File: src/rtl/fft_mag_pkg.sv
// rtl/fft_mag_pkg.sv - shared types, constants and result selection for the FFT magnitude scheduler
package fft_mag_pkg;

    typedef enum logic [1:0] {
        IDLE  = 2'd0,
        ISSUE = 2'd1,
        DRAIN = 2'd2,
        HOLD  = 2'd3
    } state_t;

    localparam int PIPE_DEPTH = 2;
    localparam int BYTE_W     = 8;

    // With MAG_SAT_EN the result clamps to all-ones of out_w bits; otherwise the caller truncates.
    function automatic logic [15:0] mag_select(input logic [15:0] s, input int out_w);
`ifdef MAG_SAT_EN
        if (32'(s) >= (32'd1 << out_w)) begin
            return 16'hFFFF >> (16 - out_w);
        end
`endif
        return s;
    endfunction

endpackage

File: src/rtl/fft_mag_sq_unit.sv
// rtl/fft_mag_sq_unit.sv - shared 2-stage squarer/adder/shift datapath with valid and slot sideband
module fft_mag_sq_unit
    import fft_mag_pkg::*;
#(
    parameter int SCALE_SHIFT = 0,
    parameter int SLOT_W      = 2
) (
    input  logic              clk,
    input  logic              rst_n,
    input  logic              issue_valid,
    input  logic [SLOT_W-1:0] issue_slot,
    input  logic [BYTE_W-1:0] issue_real,
    input  logic [BYTE_W-1:0] issue_imag,
    output logic              res_valid,
    output logic [SLOT_W-1:0] res_slot,
    output logic [15:0]       res_val
);

    logic signed [15:0] r_ext, i_ext, rr, ii;
    logic               s1_valid;
    logic [SLOT_W-1:0]  s1_slot;
    logic [14:0]        s1_rr, s1_ii;
    logic [15:0]        sum;
    logic               unused_sign;

    assign r_ext = {{8{issue_real[BYTE_W-1]}}, issue_real};
    assign i_ext = {{8{issue_imag[BYTE_W-1]}}, issue_imag};
    assign rr    = r_ext * r_ext;
    assign ii    = i_ext * i_ext;
    // A square of a signed byte never exceeds 16384, so bit 15 is always zero.
    assign unused_sign = rr[15] ^ ii[15];
    assign sum   = {1'b0, s1_rr} + {1'b0, s1_ii};

    always_ff @(posedge clk or negedge rst_n) begin
        if (!rst_n) begin
            s1_valid  <= 1'b0;
            s1_slot   <= '0;
            s1_rr     <= '0;
            s1_ii     <= '0;
            res_valid <= 1'b0;
            res_slot  <= '0;
            res_val   <= '0;
        end else begin
            s1_valid  <= issue_valid;
            s1_slot   <= issue_slot;
            s1_rr     <= rr[14:0];
            s1_ii     <= ii[14:0];
            res_valid <= s1_valid;
            res_slot  <= s1_slot;
            res_val   <= sum >> SCALE_SHIFT;
        end
    end

endmodule

File: src/rtl/fft_mag_scheduler.sv
// rtl/fft_mag_scheduler.sv - frame scheduler feeding one shared magnitude datapath; optional MAG_SAT_EN
module fft_mag_scheduler
    import fft_mag_pkg::*;
#(
    parameter int NUM_BINS    = 4,
    parameter int IN_W        = 16,
    parameter int OUT_W       = 8,
    parameter int SCALE_SHIFT = 0,
    parameter int CNT_W       = 8
) (
    input  logic                     clk,
    input  logic                     rst_n,
    input  logic                     in_valid,
    output logic                     in_ready,
    input  logic [NUM_BINS*IN_W-1:0] in_real,
    input  logic [NUM_BINS*IN_W-1:0] in_imag,
    output logic                     out_valid,
    input  logic                     out_ready,
    output logic [NUM_BINS*OUT_W-1:0] out_mag,
    output logic                     busy,
    output logic [CNT_W-1:0]         frame_cnt
`ifdef MAG_SAT_EN
    ,
    output logic                     sat_flag
`endif
);

    localparam int IDX_W = (NUM_BINS > 1) ? $clog2(NUM_BINS) : 1;
    localparam logic [IDX_W-1:0] LAST_IDX = IDX_W'(NUM_BINS - 1);

    state_t                     state, next_state;
    logic [IDX_W-1:0]           idx;
    logic [NUM_BINS*BYTE_W-1:0] cap_real, cap_imag;
    logic                       accept, out_fire;
    logic                       res_valid;
    logic [IDX_W-1:0]           res_slot;
    logic [15:0]                res_val, sel_val;
    logic                       unused_bits;

    assign accept   = in_valid && in_ready;
    assign out_fire = out_valid && out_ready;
    assign sel_val  = mag_select(res_val, OUT_W);
    // Only the top byte of each sample and the low OUT_W bits of the selection are consumed.
    assign unused_bits = ^{in_real, in_imag, sel_val};

    always_ff @(posedge clk or negedge rst_n) begin
        if (!rst_n) state <= IDLE;
        else        state <= next_state;
    end

    always_comb begin
        next_state = state;
        in_ready   = 1'b0;
        out_valid  = 1'b0;
        busy       = 1'b1;
        case (state)
            IDLE: begin
                in_ready = 1'b1;
                busy     = 1'b0;
                if (in_valid) next_state = ISSUE;
            end
            ISSUE: if (idx == LAST_IDX) next_state = DRAIN;
            DRAIN: if (res_valid && res_slot == LAST_IDX) next_state = HOLD;
            HOLD: begin
                out_valid = 1'b1;
                if (out_ready) next_state = IDLE;
            end
            default: next_state = IDLE;
        endcase
    end

    always_ff @(posedge clk or negedge rst_n) begin
        if (!rst_n) begin
            idx      <= '0;
            cap_real <= '0;
            cap_imag <= '0;
        end else if (accept) begin
            idx <= '0;
            for (int k = 0; k < NUM_BINS; k++) begin
                cap_real[k*BYTE_W +: BYTE_W] <= in_real[k*IN_W + IN_W - BYTE_W +: BYTE_W];
                cap_imag[k*BYTE_W +: BYTE_W] <= in_imag[k*IN_W + IN_W - BYTE_W +: BYTE_W];
            end
        end else if (state == ISSUE) begin
            idx <= idx + IDX_W'(1);
        end
    end

    fft_mag_sq_unit #(
        .SCALE_SHIFT(SCALE_SHIFT),
        .SLOT_W     (IDX_W)
    ) u_sq (
        .clk        (clk),
        .rst_n      (rst_n),
        .issue_valid(state == ISSUE),
        .issue_slot (idx),
        .issue_real (cap_real[idx*BYTE_W +: BYTE_W]),
        .issue_imag (cap_imag[idx*BYTE_W +: BYTE_W]),
        .res_valid  (res_valid),
        .res_slot   (res_slot),
        .res_val    (res_val)
    );

    always_ff @(posedge clk or negedge rst_n) begin
        if (!rst_n) begin
            out_mag   <= '0;
            frame_cnt <= '0;
        end else begin
            if (res_valid) out_mag[res_slot*OUT_W +: OUT_W] <= sel_val[OUT_W-1:0];
            if (out_fire)  frame_cnt <= frame_cnt + CNT_W'(1);
        end
    end

`ifdef MAG_SAT_EN
    always_ff @(posedge clk or negedge rst_n) begin
        if (!rst_n)                                                sat_flag <= 1'b0;
        else if (accept)                                           sat_flag <= 1'b0;
        else if (res_valid && (32'(res_val) >= (32'd1 << OUT_W)))  sat_flag <= 1'b1;
    end
`endif

endmodule

File: config.mk
export PLATFORM = sky130hd
export DESIGN_NAME = fft_mag_scheduler
export DESIGN_NICKNAME = d
export VERILOG_FILES = /design/src/rtl/fft_mag_pkg.sv /design/src/rtl/fft_mag_sq_unit.sv /design/src/rtl/fft_mag_scheduler.sv
export SDC_FILE = /design/constraint.sdc
export NUM_CORES = 1
export LEC_CHECK = 0
export CAP_MARGIN = 40
export CORE_MARGIN = 8
export CORE_UTILIZATION = 40
export DETAILED_ROUTE_END_ITERATION = 16
export PLACE_DENSITY_LB_ADDON = 0.25
export SLEW_MARGIN = 30
export SYNTH_ARGS = -nofsm -noshare
export SYNTH_HDL_FRONTEND = slang
export SYNTH_SLANG_ARGS = --single-unit
export TNS_END_PERCENT = 30
File: constraint.sdc
create_clock -name clk -period 6.3 [get_ports clk]
set_input_delay 0.63 -clock clk [delete_from_list [all_inputs] [get_ports clk]]
set_output_delay 0.63 -clock clk [all_outputs]
set_load 0.005 [all_outputs]
======== Word-level counts from Yosys, hierarchy flattened ========
Cells that the tools add are included.
storage, ports and cells
  logic and storage cells ................. 49
  output and inout bits ................... 43
  flip-flop bits (word level) ............. 138
cells by class
  muxes and demuxes ....................... 11
  shift operators ......................... 4
  equality and inequality tests ........... 9
  $mul .................................... 2
  $add $sub $neg .......................... 4
  reductions and logical operators ........ 6
operators with widths
  cell                                                                     count
  32-bit by 6-bit variable part select with 8-bit output                   2
  5-bit negation with 34-bit output                                        1
  8-bit by 34-bit variable shift with 32-bit output, first input constant  1
  8-bit by 34-bit variable part select with 32-bit output                  1
  32-bit bitwise mux                                                       1
  8-bit by 8-bit multiplier with 8-bit output                              2
  2-bit 2-to-1 mux                                                         6
  8-bit by 1-bit adder with 8-bit output, second input constant            1
  8-bit adder                                                              1
  2-bit == test, second input constant                                     4
  2-bit inequality test, second input constant                             4
  2-bit one-hot mux with 4 select lines                                    1
  4-bit AND reduction                                                      1
  1-bit logical AND                                                        3
  1-bit 2-to-1 mux                                                         3
  2-bit by 1-bit adder with 2-bit output, second input constant            1
  2-bit by 1-bit == test with 1-bit output, second input constant          1
  2-bit logical NOT                                                        1
  2-bit nonzero test                                                       1

======== Depth between registers and ports, before layout ========
Gate-level depths: netlist of the first run.
  depth after elaboration ................. 4
  mapped depth ............................ 17
  gate-level depth less buffers ........... 15

======== Hierarchy ========
A second synthesis of the first run with hierarchy kept.
second synthesis, totals
  cells, all modules ...................... 880
  area, all modules ....................... 10485.1 um^2
modules (own cells, without submodules)
  module             cells an instance  seq. area each (um^2)  area each (um^2)  times used
  fft_mag_sq_unit    588                1251.2                 5800.6            1
  fft_mag_scheduler  292                2702.6                 4684.5            1

======== Worst setup path before layout of the first run ========
Ideal clock, no wire load.
  path type ............................... reg-to-reg
  start point ............................. register idx[0]
  end point ............................... register u_sq.s1_ii[7]
  buffers on the path ..................... 2
  slack ................................... 2.140 ns
  library setup time ...................... 0.125 ns
  cell stages (with the launch flop) ...... 17
  period minus slack after synthesis ...... 4.160 ns
  arrival time ............................ 4.035 ns
  required time ........................... 6.175 ns
  path through ............................ dfrtp_1 buf_6 buf_12 mux4_1 and2_2 ha_1 inv_1 fa_1 inv_1 fa_1 inv_1 fa_1 inv_1 ha_1 a21oi_1 xnor2_1 xnor2_1
on the way
  longest elaborated chain between the ends .. 2
RTL lines
  item                                                    RTL line                 RTL
  from (decl)                                             fft_mag_scheduler.sv:32  logic [IDX_W-1:0] idx;
  from (signal assigned)                                  fft_mag_scheduler.sv:84  idx <= idx + IDX_W'(1);
  32-bit by 6-bit variable part select with 8-bit output  fft_mag_scheduler.sv:97  .issue_imag (cap_imag[idx*BYTE_W +: BYTE_W]),
  8-bit by 8-bit multiplier with 8-bit output             fft_mag_sq_unit.sv:29    assign ii = i_ext * i_ext;
  named net u_sq.ii[7]                                    fft_mag_sq_unit.sv:19    logic signed [15:0] r_ext, i_ext, rr, ii;
  to (signal assigned)                                    fft_mag_sq_unit.sv:47    s1_ii <= ii[14:0];
  to (decl)                                               fft_mag_sq_unit.sv:22    logic [14:0] s1_rr, s1_ii;
The timed path passes the listed nets, and every way through them passes these cells.
A chain may end at the register's enable or synchronous reset.

======== Final worst setup path of the first run ========
  start point ............................. register idx[1]
  end point ............................... register u_sq.s1_ii[7]
The elaborated chain is that of the path after synthesis.

==> impl_metrics.env, run 1 <==
export IMPL_status="finished, final reports clean"
export IMPL_numCtsBuffers=17
export IMPL_grt_max_degree=67
export IMPL_maxCapViolCount=0
export IMPL_fin_crit_sh_pct=70.9
export IMPL_drt_iter0_drc=112
export IMPL_startpoint_type="flip-flop"
export IMPL_timing_rr_end="u_sq.s1_ii[7]$_DFF_PN0_"
export IMPL_post_route_min_period_ps=4470
export IMPL_setup_tns_ps=0
export IMPL_netlist_area_um2=6180
export IMPL_port_buffers=102
export IMPL_drtAntennaViolNets=0
export IMPL_hpwl_um=8950
export IMPL_final_common_cell="dfrtp_1"
export IMPL_place_gp_congestion=0.767
export IMPL_required_ps=6630
export IMPL_clock_latency_ps=410
export IMPL_finalNetCount=738
export IMPL_syn_nets=626
export IMPL_end_kind="flip-flop"
export IMPL_grt_use_total_pct=13.0
export IMPL_worstSetupPathType="reg -> reg"
export IMPL_rsz0062_at_grt="no"
export IMPL_grt_overflow_total=0
export IMPL_peakVddDrop_mv=0.407
export IMPL_drive_gt1_share_pct=18.9
export IMPL_multi_input_area_um2=2760
export IMPL_cts_clk_slew_worst_paths_ps=50
export IMPL_vias=3758
export IMPL_worstPathArrival_ps=4800
export IMPL_antenna_cells=0
export IMPL_seq_area_um2=3200
export IMPL_io_pins=175
export IMPL_drc_errors=0
export IMPL_skew_ps=6.26
export IMPL_row_count=45
export IMPL_dieArea_um2=19700
export IMPL_firstDrtPassIters=5
export IMPL_wl_per_cell_um=16.0
export IMPL_htree_levels=4
export IMPL_holdBufCountCts=0
export IMPL_initial_core_util_pct=40.8
export IMPL_fill_cells=1277
export IMPL_syn_area_per_cell_um2=14.1
export IMPL_power_w=0.00591
export IMPL_clock_path_buffers=2
export IMPL_crit_top_cell="inv_1"
export IMPL_crit_slowest_cell="dfrtp_1"
export IMPL_cts_root_buffer="clkbuf_16"
export IMPL_cts_resized=0
export IMPL_final_cell_mix="dfrtp_1, clkdlybuf4s50_1, mux2_2, ha_1, inv_1"
export IMPL_clock_sinks=128
export IMPL_path_cells="mux4_2, and2_2, ha_1, inv_1, fa_1, inv_1, fa_1, inv_1, fa_1, inv_1, ha_1, a21oi_1, xnor2_1, xnor2_1"
export IMPL_die_x_um=140
export IMPL_dpl_cell_count=716
export IMPL_cts_tree="built"
export IMPL_drv_slew=0
export IMPL_worstMarginPinSlew_ps=808
export IMPL_critical_path_max_stage_delay_ps=830
export IMPL_syn_inst=438
export IMPL_grt_pass1_vias=4184
export IMPL_seq_area_frac_synth_pct=51.8
export IMPL_p_leak_nw=3.64
export IMPL_hold_violations=0
export IMPL_reg2reg_from="idx[1]$_DFFE_PN0P_"
export IMPL_setup_viol=0
export IMPL_yosys_warnings=0
export IMPL_cp_max_fo=17
export IMPL_grt_pass1_wl_um=20500
export IMPL_syn_to_final_growth_pct=29.5
export IMPL_postCtsSetupBuffers=0
export IMPL_r2r_setup_slack_ps=1830
export IMPL_die_h_um=140
export IMPL_ys_ff_latch=128
export IMPL_drt_total_wl_um=12000
export IMPL_core_area_um2=15100
export IMPL_r2r_cells=14
export IMPL_final_cells=749
export IMPL_min_path_type="in -> async"
export IMPL_antenna_found_initial=0
export IMPL_fmax_ghz=0.224
export IMPL_avgViaCountPerCell=5.02
export IMPL_timing_max_slew_rel_slack_pct=46.0
export IMPL_post_synth_num_cell_types=36
export IMPL_power_density_nw_per_um2=738
-- synthesized netlist by cell type, drive strengths merged --
| cell type | n | area, µm² |
|---|---|---|
| and4 | 2 | 17.5 |
| ha | 41 | 513 |
| a21oi | 6 | 30.0 |
| and4b | 1 | 10.0 |
| o22ai | 1 | 6.26 |
| clkbuf | 6 | 22.5 |
| a2111oi | 1 | 8.76 |
| fa | 15 | 300 |
| mux2 | 58 | 653 |
| and2 | 23 | 148 |
| a21o | 6 | 45.0 |
| o32a | 1 | 10.0 |
| nand2b | 1 | 6.26 |
| nor3 | 1 | 5.00 |
| xor2 | 5 | 43.8 |
| nand2 | 10 | 40.0 |
| nand3 | 6 | 30.0 |
| inv | 37 | 139 |
| nor2 | 3 | 11.3 |
| dfrtp | 128 | 3200 |
| o31ai | 1 | 7.51 |
| xnor2 | 19 | 166 |
| nor4b | 1 | 15.0 |
| o21ai | 1 | 5.00 |
| and3 | 3 | 18.8 |
| mux2i | 1 | 10.0 |
| a221oi | 1 | 8.76 |
| buf | 9 | 66.3 |
| nor2b | 4 | 25.0 |
| a22o | 32 | 280 |
| mux4 | 14 | 338 |
-- where the power goes --
part	internal, W	switching, W
registers	0.00126	0.000246
clock network	0.000601	0.000334
logic	0.00185	0.00162
total	0.00371	0.00220
-- registers in the layout, summed over array words and instances (netlist names), 2 cells and up --
signal / cells
cap_real: 28
out_mag: 32
u_sq.res_val: 8
u_sq.s1_ii: 7
u_sq.res_slot: 2
u_sq.s1_slot: 2
idx: 2
frame_cnt: 8
u_sq.s1_rr: 7
state: 2
cap_imag: 28
-- area by class of cell --
type / count / area share [%]
Sequential cell: 128 / 40.0
Multi-Input combinational cell: 258 / 34.4
Timing Repair Buffer: 108 / 13.8
Clock buffer: 26 / 6.49
Tap cell: 188 / 2.94
Inverter: 37 / 1.73
Clock inverter: 4 / 0.625
-- how the worst max path moves through the flow --
stage	start	depth (start not counted)	endpoint
floorplan	idx[0]$_DFFE_PN0P_	16	u_sq.s1_ii[7]$_DFF_PN0_
finish	idx[1]$_DFFE_PN0P_	14	u_sq.s1_ii[7]$_DFF_PN0_
detailed placement	idx[0]$_DFFE_PN0P_	12	u_sq.s1_rr[7]$_DFF_PN0_
global placement	idx[0]$_DFFE_PN0P_	12	u_sq.s1_rr[7]$_DFF_PN0_
CTS	idx[0]$_DFFE_PN0P_	12	u_sq.s1_rr[7]$_DFF_PN0_
global route	idx[1]$_DFFE_PN0P_	15	u_sq.s1_ii[7]$_DFF_PN0_
-- metrics by stage --
step	hold WS (ps)	utilization [%]	setup WS [ps]	area, µm²
floorplan	331	-	2140	6180
global placement	332	48.7	1610	7370
detailed placement	335	48.7	1520	7370
CTS	331	52.4	1500	7940
global route	56.3	52.9	1590	8010
finish	66.9	52.9	1830	8010
-- logic make-up (layout without fill, tap and decap cells) --
group / Yosys count / after routing / synth area share [%]
compound gates: 50 / 50 / 6.50
xor+xnor: 24 / 24 / 3.40
fa+ha+maj: 56 / 56 / 13.2
buf+inv: 52 / 175 / 3.68
flops: 128 / 128 / 51.8
mux: 73 / 73 / 16.2
simple gates: 55 / 55 / 5.28
-- critical path, delay by kind of cell (launching register included) --
family / cells / cell delay, ps
fa+ha+maj: 5 / 2130
flops: 1 / 830
mux: 1 / 500
xor+xnor: 2 / 300
simple gates: 1 / 210
buf+inv: 4 / 210
compound gates: 1 / 180
-- layer usage --
| layer | track usage (%) | up-vias | routed length [µm] |
|---|---|---|---|
| met3 | 4.66 | 15 | 857 |
| li1 | - | 1759 | - |
| met2 | 19.9 | 117 | 5470 |
| met4 | 5.14 | 0 | 194 |
| met5 | 0 | - | 0 |
| met1 | 16.3 | 1867 | 5500 |
Power figures use the tool's default switching activity.
==> inputs of run 2 (changes only) <==
==> constraint.sdc (replaced) <==
create_clock -name clk -period 4.1 [get_ports clk]
set_input_delay 0.41 -clock clk [delete_from_list [all_inputs] [get_ports clk]]
set_output_delay 0.41 -clock clk [all_outputs]
set_load 0.005 [all_outputs]
==> run 2 against run 1 <==
  * Hold slack improved by 280 ps
  * Via count is 4.3% higher
  * Cell area up 5.3%
  * Clock-buffer cell count is 4 lower
  * Critical path depth is 1 higher
  * Register-to-register slack got worse by 1800 ps
  * Critical endpoint is now u_sq.s1_rr[7]$_DFF_PN0_
  * Global-route usage rose by 0.076 points
  * Worst setup slack lost 1800 ps
  * Final cell count up 3.9%
  * Clock skew up 1.7 ps
==> impl_metrics.env, run 2 (same netlist as run 1, synthesis figures left out) <==
export IMPL_status="finished, final reports clean"
export IMPL_postPlaceCellArea_um2=7550
export IMPL_row_count=45
export IMPL_fill_cells=1264
export IMPL_rsz0062_at_grt="yes"
export IMPL_final_common_cell="dfrtp_1"
export IMPL_required_ps=4430
export IMPL_cts_root_buffer="clkbuf_16"
export IMPL_worstMarginPinSlew_ps=811
export IMPL_firstDrtPassIters=4
export IMPL_final_cell_mix="dfrtp_1, clkdlybuf4s50_1, mux2_2, inv_1, a22o_1"
export IMPL_skew_ps=7.93
export IMPL_drt_total_wl_um=12400
export IMPL_grt_pass1_vias=4302
export IMPL_timing_max_slew_rel_slack_pct=45.8
export IMPL_fmax_ghz=0.249
export IMPL_initial_core_util_pct=40.8
export IMPL_dpl_cell_count=734
export IMPL_setup_viol=0
export IMPL_fin_crit_sh_pct=98.1
export IMPL_hold_violations=0
export IMPL_worstSetupPathType="reg -> reg"
export IMPL_clock_latency_ps=410
export IMPL_numCtsBuffers=17
export IMPL_wl_per_cell_um=15.9
export IMPL_critical_path_max_stage_delay_ps=550
export IMPL_avgViaCountPerCell=5.04
export IMPL_antenna_cells=0
export IMPL_reg_top3="out_mag x32, cap_imag x28, cap_real x28"
export IMPL_drc_errors=0
export IMPL_core_area_um2=15100
export IMPL_cp_max_fo=7
export IMPL_startpoint_type="flip-flop"
export IMPL_io_pins=175
export IMPL_vias=3921
export IMPL_crit_family="adder cells"
export IMPL_min_path_type="reg -> reg"
export IMPL_path_buf_inv=3
export IMPL_port_buffers=102
export IMPL_clock_path_buffers=2
export IMPL_drive_gt1_share_pct=27.6
export IMPL_r2r_setup_slack_ps=80
export IMPL_die_x_um=140
export IMPL_dieArea_um2=19700
export IMPL_finalNetCount=765
export IMPL_largest_reg_flops=32
export IMPL_grt_pass1_wl_um=20700
export IMPL_cts_tree="built"
export IMPL_crit_slowest_cell="fa_1"
export IMPL_place_gp_congestion=0.777
export IMPL_cts_clk_slew_worst_paths_ps=60
export IMPL_drtAntennaViolNets=0
export IMPL_antenna_found_initial=0
export IMPL_grt_overflow_total=0
export IMPL_final_cells=778
export IMPL_worstPathArrival_ps=4360
export IMPL_htree_levels=4
export IMPL_drv_slew=0
export IMPL_path_cells="buf_12, buf_16, buf_4, mux4_2, and2_4, ha_4, a21o_1, fa_1, ha_4, fa_1, ha_1, a21o_1, a21oi_2, xnor2_1, xnor2_1"
export IMPL_syn_to_final_growth_pct=36.4
export IMPL_end_kind="flip-flop"
export IMPL_grt_max_degree=62
export IMPL_post_route_min_period_ps=4020
export IMPL_grt_use_total_pct=13.0
export IMPL_regMostFlops="out_mag"
export IMPL_setup_tns_ps=0
export IMPL_drt_iter0_drc=84
export IMPL_die_h_um=140
export IMPL_maxCapViolCount=0
export IMPL_final_area_um2=8430
export IMPL_clock_sinks=128
export IMPL_hpwl_um=8890
## run 2: cell count changes in the layout (fill, tap and decap cells not counted), moves of 4 or more
cell and change:
clkbuf_8 -4, ha_1 -10, ha_4 +10, and2_1 -7, inv_2 +5, buf_4 +22, inv_1 -5, and2_4 +9
## run 2: worst register-to-register path: stages (launching register included)
cell and delay [ps]:
dfrtp_2 440, buf_12 140, buf_16 130, buf_4 130
mux4_2 440, and2_4 170, ha_4 230, a21o_1 190
fa_1 550, ha_4 210, fa_1 450, ha_1 290
a21o_1 170, a21oi_2 140, xnor2_1 140, xnor2_1 130
## run 2: path summary, 6_finish.rpt
kind	end	startpoint	cells past startpoint
max in group asynchronous	idx[0]$_DFFE_PN0P_	rst_n	4
min	u_sq.res_slot[0]$_DFF_PN0_	u_sq.s1_slot[0]$_DFF_PN0_	0
max	u_sq.s1_rr[7]$_DFF_PN0_	idx[0]$_DFFE_PN0P_	15
min in group asynchronous	u_sq.s1_rr[7]$_DFF_PN0_	rst_n	2
max reg2reg	u_sq.s1_rr[7]$_DFF_PN0_	idx[0]$_DFFE_PN0P_	15
min reg2reg	u_sq.res_slot[0]$_DFF_PN0_	u_sq.s1_slot[0]$_DFF_PN0_	0
## run 2: cell type report
cell class	count	area (µm²)	share of cell area (%)
flip-flops and latches	128	3200	38.0
multi-input cells	258	2900	34.4
repair buffers	135	1350	16.1
clock buffers	22	464	5.51
well taps	188	235	2.79
inverters	37	139	1.65
clock inverters	10	135	1.60
## run 2: per-stage QoR
stage               hold slack (ps)  setup slack (ps)  util (%)
floorplan                       114              25.1         -
global placement                333              -104      49.8
detailed placement              335              -124      49.8
CTS                             106              4.33      54.8
global route                    358             -86.9      55.7
finish                          347              78.4      55.7
## run 2: layer usage
layer  part of all wire (%)  global-route usage, %
met5                      0                      0
met1                     44                   16.1
met3                    7.2                   5.20
met4                    1.2                   4.29
met2                     47                   20.5
## run 2: timing repair
| action | 4_1_cts | 5_1_grt |
|---|---|---|
| setup endpoints to repair | 2 | 2 |
| cloned | 1 | 0 |
| hold endpoints to repair | 0 | 12 |
| hold buffers | 0 | 1 |
| pin swaps | 11 | 24 |
| buffers inserted | 6 | 3 |
| gates resized for setup | 15 | 18 |
Power of run 2 is left out: the tool's default activity adds up to more than one toggle a clock period on the data nets, which glitch-free logic cannot reach.
